===== src/rtl/div_unit_if.sv =====
// Request/response bundle between the EX-stage control path and the divider.
// The master issues DIV/DIVU operations; the slave returns busy/ready/result.
`timescale 1ns/1ps
interface div_unit_if #(
    parameter int WIDTH = 32
);
    logic               start;
    logic               signed_div;
    logic               annul;
    logic [WIDTH-1:0]   a;
    logic [WIDTH-1:0]   b;
    logic               busy;
    logic               ready;
    logic [2*WIDTH-1:0] result;

    modport master (
        output start, signed_div, annul, a, b,
        input  busy, ready, result
    );

    modport slave (
        input  start, signed_div, annul, a, b,
        output busy, ready, result
    );
endinterface


===== src/rtl/div_unit.sv =====
// Multi-cycle radix-2 restoring divider for DIV/DIVU; produces {HI=remainder, LO=quotient}.
// One quotient bit per cycle on operand magnitudes, with sign fix-up on the final iteration.
`timescale 1ns/1ps
module div_unit #(
    parameter int WIDTH = 32
) (
    input logic       clk,
    input logic       rst,
    div_unit_if.slave div_if
);
    localparam int CNT_W = $clog2(WIDTH);
    localparam logic [CNT_W-1:0] LAST_ITER = CNT_W'(WIDTH - 1);

    typedef enum logic [1:0] {
        IDLE,
        DIVZERO,
        ON,
        END
    } state_e;

    state_e               state_q;
    logic [CNT_W-1:0]     cnt_q;
    logic [WIDTH-1:0]     dividend_q;
    logic [WIDTH-1:0]     divisor_q;
    logic [WIDTH-1:0]     rem_q;
    logic [WIDTH-1:0]     quo_q;
    logic                 neg_quo_q;
    logic                 neg_rem_q;
    logic                 busy_q;
    logic                 ready_q;
    logic [2*WIDTH-1:0]   result_q;

    logic                 a_neg;
    logic                 b_neg;
    logic [WIDTH-1:0]     a_mag;
    logic [WIDTH-1:0]     b_mag;
    logic [WIDTH:0]       rem_shift;
    logic [WIDTH:0]       diff;
    logic [WIDTH-1:0]     rem_d;
    logic [WIDTH-1:0]     quo_d;
    logic [WIDTH-1:0]     rem_fix;
    logic [WIDTH-1:0]     quo_fix;

    // Operand magnitudes; -2^(WIDTH-1) negates to itself, which is the correct unsigned magnitude.
    always_comb begin
        a_neg = div_if.signed_div & div_if.a[WIDTH-1];
        b_neg = div_if.signed_div & div_if.b[WIDTH-1];
        a_mag = a_neg ? -div_if.a : div_if.a;
        b_mag = b_neg ? -div_if.b : div_if.b;
    end

    // NOTE: every always_comb output gets a value on every path, otherwise a latch is inferred.
    always_comb begin
        rem_shift = {rem_q, dividend_q[WIDTH-1]};
        diff      = rem_shift - {1'b0, divisor_q};
        rem_d     = rem_shift[WIDTH-1:0];
        quo_d     = {quo_q[WIDTH-2:0], 1'b0};
        if (!diff[WIDTH]) begin
            rem_d = diff[WIDTH-1:0];
            quo_d = {quo_q[WIDTH-2:0], 1'b1};
        end
        quo_fix = neg_quo_q ? -quo_d : quo_d;
        rem_fix = neg_rem_q ? -rem_d : rem_d;
    end

    // NOTE: sequential state uses non-blocking assignments so every register samples pre-edge values.
    always_ff @(posedge clk or posedge rst) begin
        if (rst) begin
            state_q    <= IDLE;
            cnt_q      <= '0;
            dividend_q <= '0;
            divisor_q  <= '0;
            rem_q      <= '0;
            quo_q      <= '0;
            neg_quo_q  <= 1'b0;
            neg_rem_q  <= 1'b0;
            busy_q     <= 1'b0;
            ready_q    <= 1'b0;
            result_q   <= '0;
        end else begin
            case (state_q)
                IDLE: begin
                    ready_q <= 1'b0;
                    if (div_if.start && !div_if.annul) begin
                        cnt_q  <= '0;
                        rem_q  <= '0;
                        quo_q  <= '0;
                        busy_q <= 1'b1;
                        if (div_if.b == '0) begin
                            // Raw dividend kept: it becomes HI unchanged.
                            dividend_q <= div_if.a;
                            divisor_q  <= '0;
                            neg_quo_q  <= 1'b0;
                            neg_rem_q  <= 1'b0;
                            state_q    <= DIVZERO;
                        end else begin
                            dividend_q <= a_mag;
                            divisor_q  <= b_mag;
                            neg_quo_q  <= a_neg ^ b_neg;
                            neg_rem_q  <= a_neg;
                            state_q    <= ON;
                        end
                    end
                end
                DIVZERO: begin
                    busy_q <= 1'b0;
                    if (div_if.annul) begin
                        state_q <= IDLE;
                    end else begin
                        result_q <= {dividend_q, {WIDTH{1'b1}}};
                        ready_q  <= 1'b1;
                        state_q  <= END;
                    end
                end
                ON: begin
                    if (div_if.annul) begin
                        busy_q  <= 1'b0;
                        state_q <= IDLE;
                    end else begin
                        rem_q      <= rem_d;
                        quo_q      <= quo_d;
                        dividend_q <= dividend_q << 1;
                        cnt_q      <= cnt_q + 1'b1;
                        if (cnt_q == LAST_ITER) begin
                            result_q <= {rem_fix, quo_fix};
                            busy_q   <= 1'b0;
                            ready_q  <= 1'b1;
                            state_q  <= END;
                        end
                    end
                end
                END: begin
                    ready_q <= 1'b0;
                    state_q <= IDLE;
                end
                default: begin
                    busy_q  <= 1'b0;
                    ready_q <= 1'b0;
                    state_q <= IDLE;
                end
            endcase
        end
    end

    assign div_if.busy   = busy_q;
    assign div_if.ready  = ready_q;
    assign div_if.result = result_q;
endmodule

===== src/flat_wrapper.sv =====
// flat-port wrapper written by rule: the top's interface ports become plain ports
module div_unit_flat 
#(
    parameter int WIDTH = 32
)
  (clk, rst, div_if_start, div_if_signed_div, div_if_annul, div_if_a, div_if_b, div_if_busy, div_if_ready, div_if_result);
  div_unit_if #(.WIDTH(WIDTH)) div_if_i ();
  input logic clk;
  input logic rst;
  input wire logic [$bits(div_if_i.start)-1:0] div_if_start;
  input wire logic [$bits(div_if_i.signed_div)-1:0] div_if_signed_div;
  input wire logic [$bits(div_if_i.annul)-1:0] div_if_annul;
  input wire logic [$bits(div_if_i.a)-1:0] div_if_a;
  input wire logic [$bits(div_if_i.b)-1:0] div_if_b;
  output wire logic [$bits(div_if_i.busy)-1:0] div_if_busy;
  output wire logic [$bits(div_if_i.ready)-1:0] div_if_ready;
  output wire logic [$bits(div_if_i.result)-1:0] div_if_result;
  assign div_if_i.start = div_if_start;
  assign div_if_i.signed_div = div_if_signed_div;
  assign div_if_i.annul = div_if_annul;
  assign div_if_i.a = div_if_a;
  assign div_if_i.b = div_if_b;
  assign div_if_busy = div_if_i.busy;
  assign div_if_ready = div_if_i.ready;
  assign div_if_result = div_if_i.result;
  div_unit #(.WIDTH(WIDTH)) u_core (.clk(clk), .rst(rst), .div_if(div_if_i));
endmodule

===== config.mk =====
export PLATFORM = sky130hd
export DESIGN_NAME = div_unit_flat
export DESIGN_NICKNAME = d
export VERILOG_FILES = /design/src/rtl/div_unit_if.sv /design/src/rtl/div_unit.sv /design/src/flat_wrapper.sv
export SDC_FILE = /design/constraint.sdc
export NUM_CORES = 1
export LEC_CHECK = 0
export BUFFER_PORTS_ARGS = -buffer_cell sky130_fd_sc_hd__buf_2
export CAP_MARGIN = 40
export CELL_PAD_IN_SITES_DETAIL_PLACEMENT = 0
export CELL_PAD_IN_SITES_GLOBAL_PLACEMENT = 1
export CORE_AREA = 2 2 172 174
export CTS_BUF_LIST = sky130_fd_sc_hd__clkbuf_4 sky130_fd_sc_hd__clkbuf_8
export CTS_CLUSTER_DIAMETER = 80
export DETAILED_ROUTE_END_ITERATION = 12
export DIE_AREA = 0 0 174 176
export PLACE_DENSITY_LB_ADDON = 0.15
export SYNTH_ARGS = -nofsm -noshare
export SYNTH_HDL_FRONTEND = slang
export SYNTH_SLANG_ARGS = --single-unit

===== constraint.sdc =====
create_clock -name clk -period 9.5 [get_ports clk]
set_input_delay 1.9 -clock clk [delete_from_list [all_inputs] [get_ports clk]]
set_output_delay 1.9 -clock clk [all_outputs]
set_load 0.01 [all_outputs]

# --- Word level (Yosys, flattened, before mapping) ---
# Cells that the tools add are included.
op_classes:
  n_addsub: 6
  n_eq_ne: 9
  n_mux: 39
  bitwise_logic: 3
  reduce_logical: 14
ops:
  columns: ["cell", "n"]
  rows:
  - ["two-way mux 32 bit", 11]
  - ["two-way mux 64 bit", 3]
  - ["negator 32 bit", 4]
  - ["case mux 32 bit (2 select lines)", 2]
  - ["case mux 64 bit (2 select lines)", 1]
  - ["case mux 31 bit (2 select lines)", 1]
  - ["subtractor 33 x 32 -> 33 bit", 1]
  - ["zero test 32 bit", 1]
  - ["two-way mux 31 bit", 1]
  - ["two-way mux 2 bit", 5]
  - ["two-way mux 5 bit", 2]
  - ["case mux 5 bit (2 select lines)", 1]
  - ["two-way mux 1 bit", 9]
  - ["AND reduction 3 bit", 3]
  - ["case mux 2 bit (4 select lines)", 1]
  - ["case mux 1 bit (3 select lines)", 2]
  - ["adder 5 x 1 -> 5 bit, second input constant", 1]
  - ["== test 5 bit, second input constant", 1]
  - ["== test 2 bit, second input constant", 2]
  - ["!= test 2 x 1 -> 1 bit, second input constant", 2]
  - ["!= test 2 bit, second input constant", 2]
  - ["AND reduction 2 bit", 2]
  - ["AND reduction 4 bit", 1]
  - ["nonzero test 2 bit", 2]
  - ["other kinds (9)", 10]
totals:
  ff_bits: 202
  input_bits: 69
  output_inout_bits: 66
  word_cells: 82

# --- Longest topological paths before layout ---
# Gate-level depths: netlist of run 1.
logic_depth:
  depth_word: 7
  ltp_mapped: 23

# --- Worst setup path before layout of run 1 ---
# Ideal clock, no wire load.
synth_timing:
  path_type: "input port to flip-flop"
  from: "input port div_if_a[12]"
  to: "register u_core.dividend_q[30]"
  setup_time_ns: 0.130
  t_arrival_ns: 4.724
  slack_ns: 4.646
  path_stages: 10
  cell_sequence: "or4_4 -> or3_4 -> or4_4 -> or4_4 -> or4_4 -> o41ai_2 -> xor2_1 -> nor2_1 -> a21oi_2 -> o21ai_1"
synth_between:
  elab_chain_len: 5
synth_rtl:
  columns: ["item", "line_no", "rtl"]
  rows:
  - ["start, declared", "flat_wrapper.sv:13", "input wire logic [$bits(div_if_i.a)-1:0] div_if_a;"]
  - ["negator 32 bit", "div_unit.sv:48", "a_mag = a_neg ? -div_if.a : div_if.a;"]
  - ["two-way mux 32 bit", "div_unit.sv:48", null]
  - ["two-way mux 32 bit", "div_unit.sv:89", "if (div_if.b == '0) begin"]
  - ["two-way mux 32 bit", "div_unit.sv:84", "if (div_if.start && !div_if.annul) begin"]
  - ["case mux 32 bit (2 select lines)", "div_unit.sv:81", "case (state_q)"]
  - ["end signal, assigned", "div_unit.sv:91", "dividend_q <= div_if.a;"]
  - ["end signal, assigned", "div_unit.sv:97", "dividend_q <= a_mag;"]
  - ["end signal, assigned", "div_unit.sv:122", "dividend_q <= dividend_q << 1;"]
  - ["end, declared", "div_unit.sv:23", "logic [WIDTH-1:0] dividend_q;"]
# No other way between the ends. The select of a mux whose other input is x is not followed.
# A chain may end at the register's enable or synchronous reset.

# --- Worst setup path in the final report of run 1 ---
layout_timing:
  from: "register u_core.dividend_q[31]"
  to: "register u_core.result_q[28] (netlist: u_core.div_if.result[28])"
layout_between:
  elab_chain_len: 7
layout_rtl:
  columns: ["item", "line_no", "rtl"]
  rows:
  - ["subtractor 33 x 32 -> 33 bit", "div_unit.sv:55", "diff = rem_shift - {1'b0, divisor_q};"]
  - ["two-way mux 1 bit", "div_unit.sv:58", "if (!diff[WIDTH]) begin"]
  - ["negator 32 bit", "div_unit.sv:62", "quo_fix = neg_quo_q ? -quo_d : quo_d;"]
  - ["two-way mux 32 bit", "div_unit.sv:62", null]
  - ["two-way mux 64 bit", "div_unit.sv:124", "if (cnt_q == LAST_ITER) begin"]
  - ["two-way mux 64 bit", "div_unit.sv:116", "if (div_if.annul) begin"]
  - ["case mux 64 bit (2 select lines)", "div_unit.sv:81", null]
  - ["end signal, assigned", "div_unit.sv:110", "result_q <= {dividend_q, {WIDTH{1'b1}}};"]
  - ["end signal, assigned", "div_unit.sv:125", "result_q <= {rem_fix, quo_fix};"]
  - ["end, declared", "div_unit.sv:31", "logic [2*WIDTH-1:0] result_q;"]
# No other way between the ends. The select of a mux whose other input is x is not followed.

==> results.md, run 1 <==
- Placed Instances: 2,049
- Initial Util: 47.0%
- Vias in the first global route: 11,339
- Gr ovfl total: 0
- Post-synthesis sequential area ratio: 37.7%
- Max Slew Vio Count: 0
- Setup TNS: 0 ps
- Synth Area in Simple Gates: 17.7%
- Worst Path Buf+Inv: 4
- Clk pin slew, worst setup/hold paths: 60 ps
- Per-cell routed wire length: 17.0 µm
- Final cell count without fillers: around 2,100
- Residual DRC count: 0
- Num Clock Sinks: between 200 and 250
- Compound-Gate Fraction of Synth Area: 22.4%
- Worst-Margin Slew: slightly below 900 ps
- Crit-path slowest cell: inv_2
- Post-synthesis mux area share: 4.15%
- Core box area: 0.0285 mm²
- Fmax: 0.182 GHz
- Synth top area cells: dfrtp_1 (38%), nand2_1 (7.6%), xnor2_1 (5.3%)
- Period utilization: 57.7%
- CTS Buffer Depth: 3
- VDD IR-drop max: 0.365 mV
- Placer congestion estimate: 0.859
- Maxcap violations: 0
- Count leader, synth: nand2_1
- Synth top cells by count: nand2_1 (271), dfrtp_1 (202), o21ai_0 (131)
- Synth Warn #: 0
- DIE AREA: 0.0306 mm²
- Primary FF master, synth: dfrtp_1
- Post-synthesis net count: 1,724
- Run status: complete, no violations
- Die H: 176 µm
- Cells along the critical path: inv_1 > ha_1 > inv_1 > fa_1 > a21o_1 > a221o_1 > o211ai_2 > a211o_1 > a31o_2 > xnor2_4 > buf_4 > inv_2 > ha_1 > nand2b_1 > nand2b_1 > or3_1 > or3_1 > o21ai_0 > xnor2_1 > o22a_1
- Hold Fails Final Rpt: 0
- Delay-heaviest family, CP: compound AO/OA/AOI/OAI gates
- Syn Inst Count: 1,612
- Yosys top cell area share: 37.7%
- Power per cell area: 418 mW/mm²
- Die width: between 150 and 200 µm
- Slew margin rel.: 41.3%
- Clock skew: 16.3 ps
- Layout cells sized above 1: 14.3%
- NumNets Final: 1,818
- Vias per cell: 5.57
- IO buf count: ~130
- Iter 0 DRT Violations: 658
- Synth Area in XOR/XNOR: 9.32%
- Pleak: 6.69 nW
- Post-route cell area: ~0.015 mm²
- Critical Path Start: u_core.dividend_q[31]
- Rows: 62
- Reg-to-Reg Start: u_core.dividend_q[31]
- Syn_area_per_cell: ~8.3 µm²
- Crit-path max FO: 48
- Pre-antenna DRT Iters: 5
- Synth unique cells: between 70 and 80
- DP HPWL: 26.1 mm
- Hold_ws: around 480 ps
- CTS Buf Count: 39
- Worst path required time: 9920 ps
- Main combinational cell family by area after synthesis: compound AO/OA/AOI/OAI gates
- # diodes: 0
- Final min period: about 5500 ps
- Max incr delay on CP: slightly below 600 ps
- Post-CTS setup buffer count: 0
- Dominant cell type by area after synthesis: dfrtp_1
- Hold Path Class: register to register
- Largest net degree at the start of global routing: 100
- Cell Area, Synth: roughly 0.013 mm²
- Worst hold start: u_core.divisor_q[25]
- Final wirelength: 35.9 mm
- Hold_buf cts: 0
- P&R area growth vs syn: 13.4%
- Type of the worst setup path: register to register
- Setup crit start kind: register
- I/O Pins: 135
- Adder-Cell Fraction of Synth Area: 4.07%
- #FFs+latches synth: around 200
- Count of cells resized by post-cts repair: 0
- DP Area: between 0.01 and 0.015 mm²
- CP endpoint kind: register
- Finish-stage setup viols: 0
- Routed Antenna Nets: 0
- Worst path arrival time: 5910 ps
- All-layer global routing usage: 23.4%
- Initial antenna violation count: 1
- CTS tree: done
- Clock latency on the worst-skew pair: 540 ps
- Ys async rst share: 100%
- EDFF count, synth: 0
- Total number of vias: 11,759
- First-pass GRT wire length: 58.4 mm
- CTS root buf: clkbuf_8
- H-Tree Depth: 2
- Unrepaired setup endpoints after global routing: no
[metrics by stage]
step	total power, W	utilization [%]	setup slack (ps)
2_1_floorplan	0.00439	-	2090
3_3_place_gp	0.00540	50.1	3780
3_5_place_dp	0.00547	50.5	4040
4_1_cts	0.00641	53.3	4030
5_1_grt	0.00692	53.3	3640
6_report	0.00636	53.3	4020
[sequential cells by signal, summed over array words and instances, names as in the netlist]
| name | cells |
|---|---|
| u_core.div_if.result | 64 |
| u_core.dividend_q | 32 |
| u_core.divisor_q | 32 |
| u_core.rem_q | 32 |
| u_core.quo_q | 31 |
| u_core.cnt_q | 5 |
| u_core.state_q | 2 |
| u_core.div_if.busy | 1 |
| u_core.div_if.ready | 1 |
| u_core.neg_quo_q | 1 |
| u_core.neg_rem_q | 1 |
[routing by layer]
metal,GRT usage [%],wire length [µm]
met5,0.962,13
met4,8.61,1160
met3,3.68,1490
met1,29.7,15900
met2,40.3,17300
[where the power goes]
part           switching [W]  internal [W]
registers           0.000263       0.00118
clock network       0.000376      0.000527
logic                0.00250       0.00151
[cells in the final DEF, fill, tap and decap left out, types with 41 or more instances in the layout]
master,n
a21oi_1,110
buf_2,135
clkbuf_8,48
dfrtp_1,202
ha_1,41
inv_1,59
mux2i_1,50
nand2_1,271
nor2_1,100
o21ai_0,131
o21ai_1,59
xnor2_1,81
xor2_1,60
[cells by family after synthesis]
family | Yosys count
compound gates | 489
xor+xnor | 142
fa+ha+maj | 43
buf+inv | 157
flops | 202
mux | 55
simple gates | 524
[path summary, 6_finish.rpt]
| path | slack, ps | end | cells past startpoint |
|---|---|---|---|
| max reg2reg | 4020 | u_core.div_if.result[28] | 20 |
| max | 4020 | u_core.div_if.result[28] | 20 |
| min reg2reg | 480 | u_core.divisor_q[25] | 2 |
| min in group asynchronous | 1330 | u_core.div_if.result[6] | 2 |
| max in group asynchronous | 7190 | u_core.div_if.result[25] | 4 |
| min | 480 | u_core.divisor_q[25] | 2 |
[area by class of cell]
| cell class | instances | area, µm² |
|---|---|---|
| clock buffer | 60 | 751 |
| clock inverter | 4 | 51.3 |
| fill | 2833 | 13300 |
| inverter | 61 | 236 |
| multi-input combinational | 1253 | 7780 |
| sequential | 202 | 5050 |
| tap | 384 | 480 |
| timing repair buffer | 149 | 861 |
[worst reg2reg max path, delay by kind of cell (launching register included)]
family | cells | cell delay, ps
adders and majority gates | 3 | 910
buffers and inverters | 4 | 1090
DFF | 1 | 380
and+or+nand+nor | 4 | 1240
xor gates and xnor gates | 2 | 160
AOI/OAI and AO/OA | 7 | 1610
No activity file was read; power rests on OpenSTA's default activity.
==> run 2, diff against run 1 <==
clock period = 5.7 ns   (was 9.5 ns; I/O delays follow)
==> run 2 against run 1 <==
First-iteration DRC count increased by 9.4%. Clock-buffer cell count decreased by 1. Clock skew increased by 7.2 ps. Sequential cell count unchanged. Global-route usage increased by 0.58 points. Total power increased by 68%. Cell area about the same. Critical path type unchanged. Critical endpoint is now u_core.div_if.result[61]. Largest cell class unchanged.
==> results.md, run 2 (synthesis gave the netlist of run 1 again) <==
- Gr ovfl total: 0 (unchanged)
- Reg-to-Reg Start: u_core.rem_q[8]
- Setup crit start kind: register
- Worst-Margin Slew: 884 ps (+4.21 ps)
- Crit-path max FO: 31 (-35%)
- All-layer global routing usage: 24.0% (+0.58 points)
- NumNets Final: 1,820 (+0.11%)
- Rows: 62 (unchanged)
- Most common cell after layout, fill and taps aside: nand2_1
- Routed Antenna Nets: 0 (unchanged)
- Final min period: 5040 ps (-441 ps)
- Initial antenna violation count: 1 (unchanged)
- Unrepaired setup endpoints after global routing: no
- Setup ws final: 658 ps (-3360 ps)
- CTS root buf: clkbuf_8
- CTS Buffer Depth: 3 (unchanged)
- Max Slew Vio Count: 0 (unchanged)
- # fillers: 2,858 (+0.88%)
- Initial Util: 47.0% (unchanged)
- Pleak: 6.68 nW (-0.21%)
- Core box area: 0.0285 mm² (unchanged)
- First-pass GRT wire length: 60.0 mm (+2.8%)
- Placer congestion estimate: 0.851 (-0.91%)
- CTS tree: done
- Clock skew: 23.5 ps (+7.16 ps)
- I/O Pins: 135 (unchanged)
- Residual DRC count: 0 (unchanged)
- Hold_ws: 476 ps (+0.703 ps)
- DP HPWL: 26.6 mm (+1.9%)
- Post-CTS setup buffer count: 0 (unchanged)
- Final wirelength: 36.8 mm (+2.3%)
- Clk pin slew, worst setup/hold paths: 60 ps (about the same)
- Post-place setup slack: 716 ps (-3330 ps)
- Num Clock Sinks: 202 (unchanged)
- Worst hold start: u_core.div_if.result[47]
- Power per cell area: 701 mW/mm² (+68%)
- Critical Path Start: u_core.rem_q[8]
- Slew margin rel.: 41.0% (-0.28 points)
- Die H: 176 µm (unchanged)
- Die width: 174 µm (unchanged)
- Hold Fails Final Rpt: 0 (unchanged)
- Setup TNS: 0 ps (unchanged)
- H-Tree Depth: 2 (unchanged)
- Layout cells sized above 1: 14.4% (+0.15 points)
- Period utilization: 88.5% (+31 points)
- Pre-antenna DRT Iters: 5 (unchanged)
- Run status: complete, no violations
- Clock latency on the worst-skew pair: 550 ps (about the same)
- Hold Path Class: register to register
- Worst path arrival time: 5480 ps (-430 ps)
- Maxcap violations: 0 (unchanged)
- Reg2Reg Depth: 14 (-30%)
- Worst Setup EP: u_core.div_if.result[61]
- Per-cell routed wire length: 17.4 µm (+2.1%)
- Flop2flop setup slack: 660 ps (-3360 ps)
- Type of the worst setup path: register to register
- DIE AREA: 0.0306 mm² (unchanged)
- Iter 0 DRT Violations: 720 (+9.4%)
- Worst path required time: 6140 ps (-3780 ps)
- CTS Buf Count: 39 (unchanged)
- Commonest cells after routing, fill and taps aside: nand2_1 (271), dfrtp_1 (202), buf_2 (134), o21ai_0 (131), a21oi_1 (110)
- P&R area growth vs syn: 13.3% (about the same)
- Post-layout util: 53.3% (about the same)
- Count of cells resized by post-cts repair: 0 (unchanged)
- Total number of vias: 11,822 (+0.54%)
- IO buf count: 134 (unchanged)
- CP endpoint kind: register
- Reg-to-Reg End: u_core.div_if.result[61]
- Vias per cell: 5.58 (+0.35%)
- VDD IR-drop max: 0.391 mV (+7.2%)
- Finish-stage setup viols: 0 (unchanged)
- Largest net degree at the start of global routing: 143 (+43%)
- Vias in the first global route: 11,561 (+2.0%)
- Fmax: 0.198 GHz (+8.7%)
- DP Area: 0.0144 mm² (about the same)
- Hold_buf cts: 0 (unchanged)
- Max FFs per register: 64 (unchanged)
- Post-route cell area: 0.0152 mm² (about the same)
run 2: cell types whose count changed in the layout (fill, tap and decap cells not counted), sizes merged:
| cell | delta |
|---|---|
| clkinv | +1 |
| clkinvlp | +2 |
| inv | -1 |
| buf | +2 |
| clkbuf | -1 |
| diode | +1 |
run 2: cell type report:
cell class / instances / area, µm² / share of cell area, %
Antenna cell: 1 / 2.50 / 0.0165
Clock buffer: 59 / 724 / 4.77
Clock inverter: 6 / 61.3 / 0.403
Inverter: 61 / 233 / 1.53
Multi-Input combinational cell: 1253 / 7780 / 51.2
Sequential cell: 202 / 5050 / 33.2
Tap cell: 384 / 480 / 3.16
Timing Repair Buffer: 151 / 863 / 5.68
run 2: how the worst min path moves through the flow:
stage / end / cells after the start
after floorplan: u_core.divisor_q[10] / 2
after global placement: u_core.div_if.result[33] / 2
after detailed placement: u_core.div_if.result[47] / 2
after CTS: u_core.div_if.result[47] / 2
after global routing: u_core.divisor_q[12] / 2
final: u_core.div_if.result[47] / 2
run 2: metrics by stage:
stage / total power (W) / std cells
global route: 0.0116 / 2116
detailed placement: 0.00920 / 2051
global placement: 0.00910 / 2048
finish: 0.0107 / 2117
CTS: 0.0107 / 2116
floorplan: 0.00732 / 1612
run 2: where the power goes:
part | leakage [nW] | switching (W) | total [W] | internal (W)
clock network | 0.419 | 0.000644 | 0.00150 | 0.000852
registers | 2.56 | 0.000435 | 0.00240 | 0.00197
logic | 3.69 | 0.00420 | 0.00675 | 0.00256
total | 6.68 | 0.00528 | 0.0107 | 0.00538
run 2: worst max-delay path: stages (launching register included):
cell	delay [ps]
dfrtp_1	440
ha_1	550
nand4_1	150
a21oi_1	270
o211ai_2	190
a211o_1	320
a31o_2	300
xnor2_4	520
buf_4	510
mux2i_1	470
o211ai_1	290
o41ai_2	430
xnor2_1	200
a21oi_1	100
a21o_1	160
run 2: routing by layer:
metal / share of wire (%) / global-route usage (%) / vias to the layer above
li1: - / - / 5899
met1: 44 / 30.6 / 5604
met2: 49 / 42.0 / 245
met3: 4.1 / 3.49 / 74
met4: 2.6 / 7.56 / 0
met5: 0 / 0 / -
